**config.mk**
```make
export PLATFORM = sky130hd
export DESIGN_NAME = instr_encoder_loader
export DESIGN_NICKNAME = d
export VERILOG_FILES = /design/src/rtl/instr_encoder_loader_pkg.sv /design/src/rtl/instr_encoder_loader_pack.sv /design/src/rtl/instr_encoder_loader.sv
export SDC_FILE = /design/constraint.sdc
export NUM_CORES = 1
export LEC_CHECK = 0
export BUFFER_PORTS_ARGS = -buffer_cell sky130_fd_sc_hd__buf_2
export CORE_ASPECT_RATIO = 2
export CORE_UTILIZATION = 40
export DETAILED_ROUTE_END_ITERATION = 10
export GPL_TIMING_DRIVEN = 1
export PLACE_DENSITY = 0.67
export SLEW_MARGIN = 10
export SYNTH_ARGS = -nofsm -noshare
export SYNTH_HDL_FRONTEND = slang
export SYNTH_SLANG_ARGS = --single-unit
```
**constraint.sdc**
```tcl
create_clock -name clk -period 2.4 [get_ports clk]
set_input_delay 0.12 -clock clk [delete_from_list [all_inputs] [get_ports clk]]
set_output_delay 0.12 -clock clk [all_outputs]
set_load 0.01 [all_outputs]
```
**src/rtl/instr_encoder_loader_pkg.sv**
```systemverilog
// Shared definitions for the instruction encoder/loader: RV32I opcodes,
// format codes (same values as the decoder's imm_sel), the loader state
// enum and a signed-range helper.
package instr_encoder_loader_pkg;

  localparam logic [6:0] OP_LOAD   = 7'b0000011;
  localparam logic [6:0] OP_STORE  = 7'b0100011;
  localparam logic [6:0] OP_OPIMM  = 7'b0010011;
  localparam logic [6:0] OP_OP     = 7'b0110011;
  localparam logic [6:0] OP_BRANCH = 7'b1100011;
  localparam logic [6:0] OP_JAL    = 7'b1101111;
  localparam logic [6:0] OP_JALR   = 7'b1100111;
  localparam logic [6:0] OP_LUI    = 7'b0110111;
  localparam logic [6:0] OP_AUIPC  = 7'b0010111;

  // Plain 3-bit codes rather than an enum: 110/111 must stay representable
  // so they can be detected and rejected.
  localparam logic [2:0] FMT_R = 3'b000;
  localparam logic [2:0] FMT_I = 3'b001;
  localparam logic [2:0] FMT_S = 3'b010;
  localparam logic [2:0] FMT_B = 3'b011;
  localparam logic [2:0] FMT_U = 3'b100;
  localparam logic [2:0] FMT_J = 3'b101;

  typedef enum logic [1:0] {
    ST_IDLE = 2'd0,
    ST_LOAD = 2'd1,
    ST_DONE = 2'd2
  } state_e;

  // True when v is representable as a 'bits'-wide two's complement value,
  // i.e. every bit above the sign bit equals the sign bit.
  function automatic logic fits_simm(input logic [31:0] v, input int unsigned bits);
    logic ok;
    ok = 1'b1;
    for (int unsigned i = 0; i < 32; i++) begin
      if (i >= bits) ok = ok & (v[i] == v[bits-1]);
    end
    return ok;
  endfunction

endpackage

```
**src/rtl/instr_encoder_loader_pack.sv**
```systemverilog
// Combinational RV32I field packer: scatters the decoded fields into a
// 32-bit word by format and flags opcode/format mismatches and
// out-of-range immediates.
module instr_pack
  import instr_encoder_loader_pkg::*;
(
  input  logic [2:0]  fmt,
  input  logic [6:0]  opcode,
  input  logic [4:0]  rd,
  input  logic [4:0]  rs1,
  input  logic [4:0]  rs2,
  input  logic [2:0]  funct3,
  input  logic [6:0]  funct7,
  input  logic [31:0] imm,
  output logic [31:0] word,
  output logic        legal
);

  // Pack the word and judge legality for the selected format.
  always_comb begin
    // NOTE: every output gets a default before the case so no path leaves
    // it unassigned; otherwise synthesis infers a latch.
    word  = '0;
    legal = 1'b0;
    case (fmt)
      FMT_R: begin
        word  = {funct7, rs2, rs1, funct3, rd, opcode};
        legal = (opcode == OP_OP);
      end
      FMT_I: begin
        word  = {imm[11:0], rs1, funct3, rd, opcode};
        legal = ((opcode == OP_OPIMM) || (opcode == OP_LOAD) || (opcode == OP_JALR))
                && fits_simm(imm, 12);
      end
      FMT_S: begin
        word  = {imm[11:5], rs2, rs1, funct3, imm[4:0], opcode};
        legal = (opcode == OP_STORE) && fits_simm(imm, 12);
      end
      FMT_B: begin
        word  = {imm[12], imm[10:5], rs2, rs1, funct3, imm[4:1], imm[11], opcode};
        legal = (opcode == OP_BRANCH) && fits_simm(imm, 13) && !imm[0];
      end
      FMT_U: begin
        word  = {imm[31:12], rd, opcode};
        legal = ((opcode == OP_LUI) || (opcode == OP_AUIPC)) && (imm[11:0] == 12'd0);
      end
      FMT_J: begin
        word  = {imm[20], imm[10:1], imm[11], imm[19:12], rd, opcode};
        legal = (opcode == OP_JAL) && fits_simm(imm, 21) && !imm[0];
      end
      default: begin
        word  = '0;
        legal = 1'b0;
      end
    endcase
  end

endmodule

```
**src/rtl/instr_encoder_loader.sv**
```systemverilog
// Program loader: accepts decoded instruction bundles, encodes them and
// writes the words to consecutive instruction-memory addresses through a
// single output register with valid/ready flow control.
module instr_encoder_loader
  import instr_encoder_loader_pkg::*;
#(
  parameter int ADDR_W    = 32,
  parameter int MAX_WORDS = 1024
) (
  input  logic              clk,
  input  logic              rst_n,
  input  logic              start,
  input  logic [ADDR_W-1:0] base_addr,
  input  logic [15:0]       num_words,
  input  logic              in_valid,
  output logic              in_ready,
  input  logic [2:0]        in_fmt,
  input  logic [6:0]        in_opcode,
  input  logic [4:0]        in_rd,
  input  logic [4:0]        in_rs1,
  input  logic [4:0]        in_rs2,
  input  logic [2:0]        in_funct3,
  input  logic [6:0]        in_funct7,
  input  logic [31:0]       in_imm,
  output logic              mem_we,
  input  logic              mem_ready,
  output logic [ADDR_W-1:0] mem_addr,
  output logic [31:0]       mem_wdata,
  output logic              busy,
  output logic              done,
  output logic              err,
  output logic [7:0]        err_cnt
);

  localparam logic [15:0]       MAX_NUM   = 16'(MAX_WORDS);
  localparam logic [ADDR_W-1:0] WORD_STEP = ADDR_W'(4);
  localparam logic [ADDR_W-1:0] ALIGN_MSK = ~ADDR_W'(3);

  state_e            state_q, state_d;
  logic [15:0]       num_q, num_d;
  logic [15:0]       accepted_q, accepted_d;
  logic              mem_we_q, mem_we_d;
  logic [ADDR_W-1:0] mem_addr_q, mem_addr_d;
  logic [31:0]       mem_wdata_q, mem_wdata_d;
  logic              err_q, err_d;
  logic [7:0]        err_cnt_q, err_cnt_d;
  logic              done_q, done_d;
  logic              busy_q, busy_d;

  logic [31:0] pack_word;
  logic        pack_legal;
  logic        wr_hs;
  logic        accept;

  instr_pack u_pack (
    .fmt    (in_fmt),
    .opcode (in_opcode),
    .rd     (in_rd),
    .rs1    (in_rs1),
    .rs2    (in_rs2),
    .funct3 (in_funct3),
    .funct7 (in_funct7),
    .imm    (in_imm),
    .word   (pack_word),
    .legal  (pack_legal)
  );

  // A new bundle fits when the output register is empty or draining this cycle.
  assign in_ready = (state_q == ST_LOAD) && (!mem_we_q || mem_ready) && (accepted_q < num_q);
  assign wr_hs    = mem_we_q && mem_ready;
  assign accept   = in_valid && in_ready;

  // Next-state logic: session control, output register and error counters.
  always_comb begin
    state_d     = state_q;
    num_d       = num_q;
    accepted_d  = accepted_q;
    mem_we_d    = mem_we_q;
    mem_addr_d  = mem_addr_q;
    mem_wdata_d = mem_wdata_q;
    err_d       = err_q;
    err_cnt_d   = err_cnt_q;

    case (state_q)
      ST_IDLE: begin
        if (start) begin
          err_d      = 1'b0;
          err_cnt_d  = 8'd0;
          accepted_d = 16'd0;
          num_d      = (num_words > MAX_NUM) ? MAX_NUM : num_words;
          mem_addr_d = base_addr & ALIGN_MSK;
          state_d    = (num_words == 16'd0) ? ST_DONE : ST_LOAD;
        end
      end
      ST_LOAD: begin
        // mem_addr always holds the address of the next word to be written.
        if (wr_hs) begin
          mem_we_d   = 1'b0;
          mem_addr_d = mem_addr_q + WORD_STEP;
        end
        // Reloading in the same cycle as a drain keeps 1 word/cycle.
        if (accept) begin
          accepted_d = accepted_q + 16'd1;
          if (pack_legal) begin
            mem_we_d    = 1'b1;
            mem_wdata_d = pack_word;
          end else begin
            err_d = 1'b1;
            if (err_cnt_q != 8'hFF) err_cnt_d = err_cnt_q + 8'd1;
          end
        end
        if ((accepted_d == num_q) && !mem_we_d) state_d = ST_DONE;
      end
      ST_DONE: state_d = ST_IDLE;
      default: state_d = ST_IDLE;
    endcase

    done_d = (state_d == ST_DONE);
    busy_d = (state_d != ST_IDLE);
  end

  // State and registered outputs; reset drops any pending write.
  always_ff @(posedge clk or negedge rst_n) begin
    if (!rst_n) begin
      state_q     <= ST_IDLE;
      num_q       <= '0;
      accepted_q  <= '0;
      mem_we_q    <= 1'b0;
      mem_addr_q  <= '0;
      mem_wdata_q <= '0;
      err_q       <= 1'b0;
      err_cnt_q   <= '0;
      done_q      <= 1'b0;
      busy_q      <= 1'b0;
    end else begin
      // NOTE: non-blocking assignments so every flop samples the pre-edge
      // values of the others, independent of statement order.
      state_q     <= state_d;
      num_q       <= num_d;
      accepted_q  <= accepted_d;
      mem_we_q    <= mem_we_d;
      mem_addr_q  <= mem_addr_d;
      mem_wdata_q <= mem_wdata_d;
      err_q       <= err_d;
      err_cnt_q   <= err_cnt_d;
      done_q      <= done_d;
      busy_q      <= busy_d;
    end
  end

  assign mem_we    = mem_we_q;
  assign mem_addr  = mem_addr_q;
  assign mem_wdata = mem_wdata_q;
  assign err       = err_q;
  assign err_cnt   = err_cnt_q;
  assign done      = done_q;
  assign busy      = busy_q;

endmodule
```
==> out/metrics.yaml <==
status:
  status: "finished with violations"
  violations: "setup timing"
hold_path:
  hold_start: "num_words[2]"
  hp-class: "primary input to flop"
worst_setup_path:
  r2r_start: "num_q[2]$_DFFE_PN0P_"
  path_max_fanout: 5
  crit_path_end_kind: "flop"
  path_class: "flop to flop"
  cp-startpoint: "num_q[2]$_DFFE_PN0P_"
  start_kind: "flop"
  crit_required_ns: 2.61
  arrival_ns: 2.96
clock_tree:
  clock_latency_ns: 0.36
  path_clk_slew_ns: 0.07
  cts_tree: "done"
  clockBufferDepth: 2
  cts.sinks: 108
  htreeDepth: 3
  cts_root_buf: "clkbuf_16"
  cts_buffers: 9
timing:
  fin_crit_ns: 2.75
  drv_slew: 0
  fmax_mhz: 364
  timing_hold_violations_final: 0
  setup_tns_ns: -2.80
  skew_ns: 0.0119
  layout_setup_ws_ns: -0.346
  fin_crit_sh_pct: 114
  worst_pin_slew_ns: 0.758
  grt_setup_unrepaired: "true"
  setup_viol: 33
  maxSlewHeadroom_pct: 49.3
finish:
  final_nets: 1260
  stdcell_area_um2: 9840
  nFillCells: 1597
  area_growth_pct: 43.8
  layout-drive-gt1-share_pct: 37.1
pwr:
  irDropWorstVdd_uv: 294
  netSwitchingFraction_pct: 30.2
  p_int_w: 0.00317
  clockPowerShare_pct: 33.1
  p_sw_w: 0.00137
  cellLeakagePower_nw: 4.72
  power_density_nw_per_um2: 461
  p_seq_share_pct: 44.2
  pwr-share-comb_pct: 22.8
synth:
  yosysTopAreaCellShare_pct: 39.5
  post-synth-top-count-cell: "nand2_1"
  synth_area_um2: 6850
  synth_edf_count: 0
  synth_ff_type: "dfrtp_1"
  ys_ff_latch: 108
  synth_warnings: 0
  synthTopCellsByArea: "dfrtp_1 (39%), o21ai_0 (6.7%), nand2_1 (6.1%)"
  syn_area_per_cell_um2: 8.43
  synth_top_cell_by_area: "dfrtp_1"
  yosysUniqueCellTypes: 75
  seq_area_frac_synth_pct: 39.5
  netlist_instances: 812
  synthArstFlopShare_pct: 100
  synth_common_cells: "nand2_1 (111), dfrtp_1 (108), o21ai_0 (92)"
global_route:
  grt_pass1_wl_mm: 37.6
  grtUsageTotal_pct: 27.6
  antenna_found_initial: 2
  grt_overflow: 0
  grt_pass1_vias: 7683
  grt_max_degree: 83
drt:
  antenna_left: 0
  drt-wirelength-per-cell_um: 18.4
  drtIter0Drc: 345
  via_per_inst: 5.67
  drc: 0
  routed_wl_mm: 24.6
  vias: 7579
  drtPass1Iterations: 5
floorplanning:
  coreArea_um2: 16800
  dieHeight_um: 187
  dieArea_um2: 17700
  initial_utilization_pct: 40.8
  core.rowCount: 67
  die_w_um: 94.5
  io_pins: 197
placement:
  hpwl_mm: 18.2
  io_buffers: 192
  dpl_cell_area_um2: 8970
  place.gp.congestion: 0.944
flow_run:
  drv_cap: 0
[power groups by stage]
stage          clock network, W  registers (W)  logic [W]
2_1_floorplan                 0        0.00207   0.000450
3_3_place_gp                  0        0.00203   0.000940
3_5_place_dp                  0        0.00203   0.000953
4_1_cts                 0.00153        0.00200    0.00100
5_1_grt                 0.00159        0.00201    0.00112
6_report                0.00150        0.00200    0.00103
[stage by stage]
stage	worst slack, ns	utilization (%)	power [W]	hold WS (ns)	cells
after CTS	-0.362	56.5	0.00453	0.000409	1314
after global placement	-0.295	53.5	0.00297	0.0602	1289
after detailed placement	-0.450	53.5	0.00298	0.0640	1289
final	-0.346	58.7	0.00453	0.00173	1336
after global routing	-0.471	58.7	0.00472	0.0199	1336
after floorplan	-0.0289	-	0.00252	-0.176	813
[logic make-up after synthesis]
family / count (synthesis) / synth area share (%)
fa+ha+maj: 18 / 3.29
xor+xnor: 24 / 3.07
flops: 108 / 39.5
other cells: 1 / 0.0548
compound gates: 257 / 23.6
simple gates: 315 / 23.6
buf+inv: 70 / 4.09
mux: 19 / 2.87
[critical path: stages, from the launching register on]
cell and delay [ns]:
dfrtp_1 0.38, inv_1 0.08, ha_1 0.22, o21a_1 0.15, nor2_1 0.06, o31ai_4 0.37, a21oi_4 0.13, buf_4 0.17
buf_4 0.13, o211ai_1 0.18, nand3_1 0.18, nor4b_4 0.42, o22ai_1 0.14
[layout make-up]
class                           instances  area, um^2  area share (%)
Antenna cell                            2        5.00          0.0508
Clock buffer                           13         270            2.75
Clock inverter                          3        18.8           0.191
Inverter                               24        90.1           0.915
Multi-Input combinational cell        636        4190            42.6
Sequential cell                       108        2710            27.5
Tap cell                              207         259            2.63
Timing Repair Buffer                  343        2300            23.4
[layout by cell type (no fill, tap or decap), types with 15 or more instances in the layout]
master   netlist  routed
o21ai_1        1      19
o21ai_0       92      71
dfrtp_1      108     106
nor2_1        55      54
inv_1         24      19
nand4_1       17      17
a22oi_1       15      15
buf_4          2     129
a21oi_1       72      68
nand2_1      111     109
nor3_1        18      15
nand3_1       33      32
buf_2          8     191
[layer usage]
layer | GRT usage (%) | vias to the layer above | wire length (um)
met5 | 0 | - | 0
met4 | 19.6 | 0 | 1670
met3 | 3.90 | 99 | 1150
met2 | 49.7 | 292 | 13000
met1 | 28.1 | 3602 | 8770
li1 | - | 3586 | -
[state kept, by name, indices dropped and copies added, names as in the netlist]
register,count
state_q,2
num_q,16
mem_we,1
accepted_q,16
mem_wdata,32
mem_addr,30
done,1
busy,1
err,1
err_cnt,8
[worst paths after layout]
kind,slack (ns),cells past startpoint,to
worst max-delay path,-0.35,12,state_q[0]$_DFF_PN0_
worst min register to register,0.48,1,mem_wdata[1]$_DFFE_PN0P_
worst min-delay path,0.002,3,num_q[2]$_DFFE_PN0P_
max in group asynchronous,1.38,3,mem_addr[31]$_DFFE_PN0P_
worst max register to register,-0.35,12,state_q[0]$_DFF_PN0_
min in group asynchronous,0.23,2,err_cnt[3]$_DFFE_PN0P_
[what timing repair did]
action                                 in CTS  in global routing
setup buffers                               4                 13
cloned                                      0                  8
endpoints found under the hold margin      31                  0
hold buffers                                6                  0
pin swaps                                  18                 20
setup endpoints to repair                  31                 53
resized for setup                          27                 41
No activity file was read; power rests on OpenSTA's default activity.
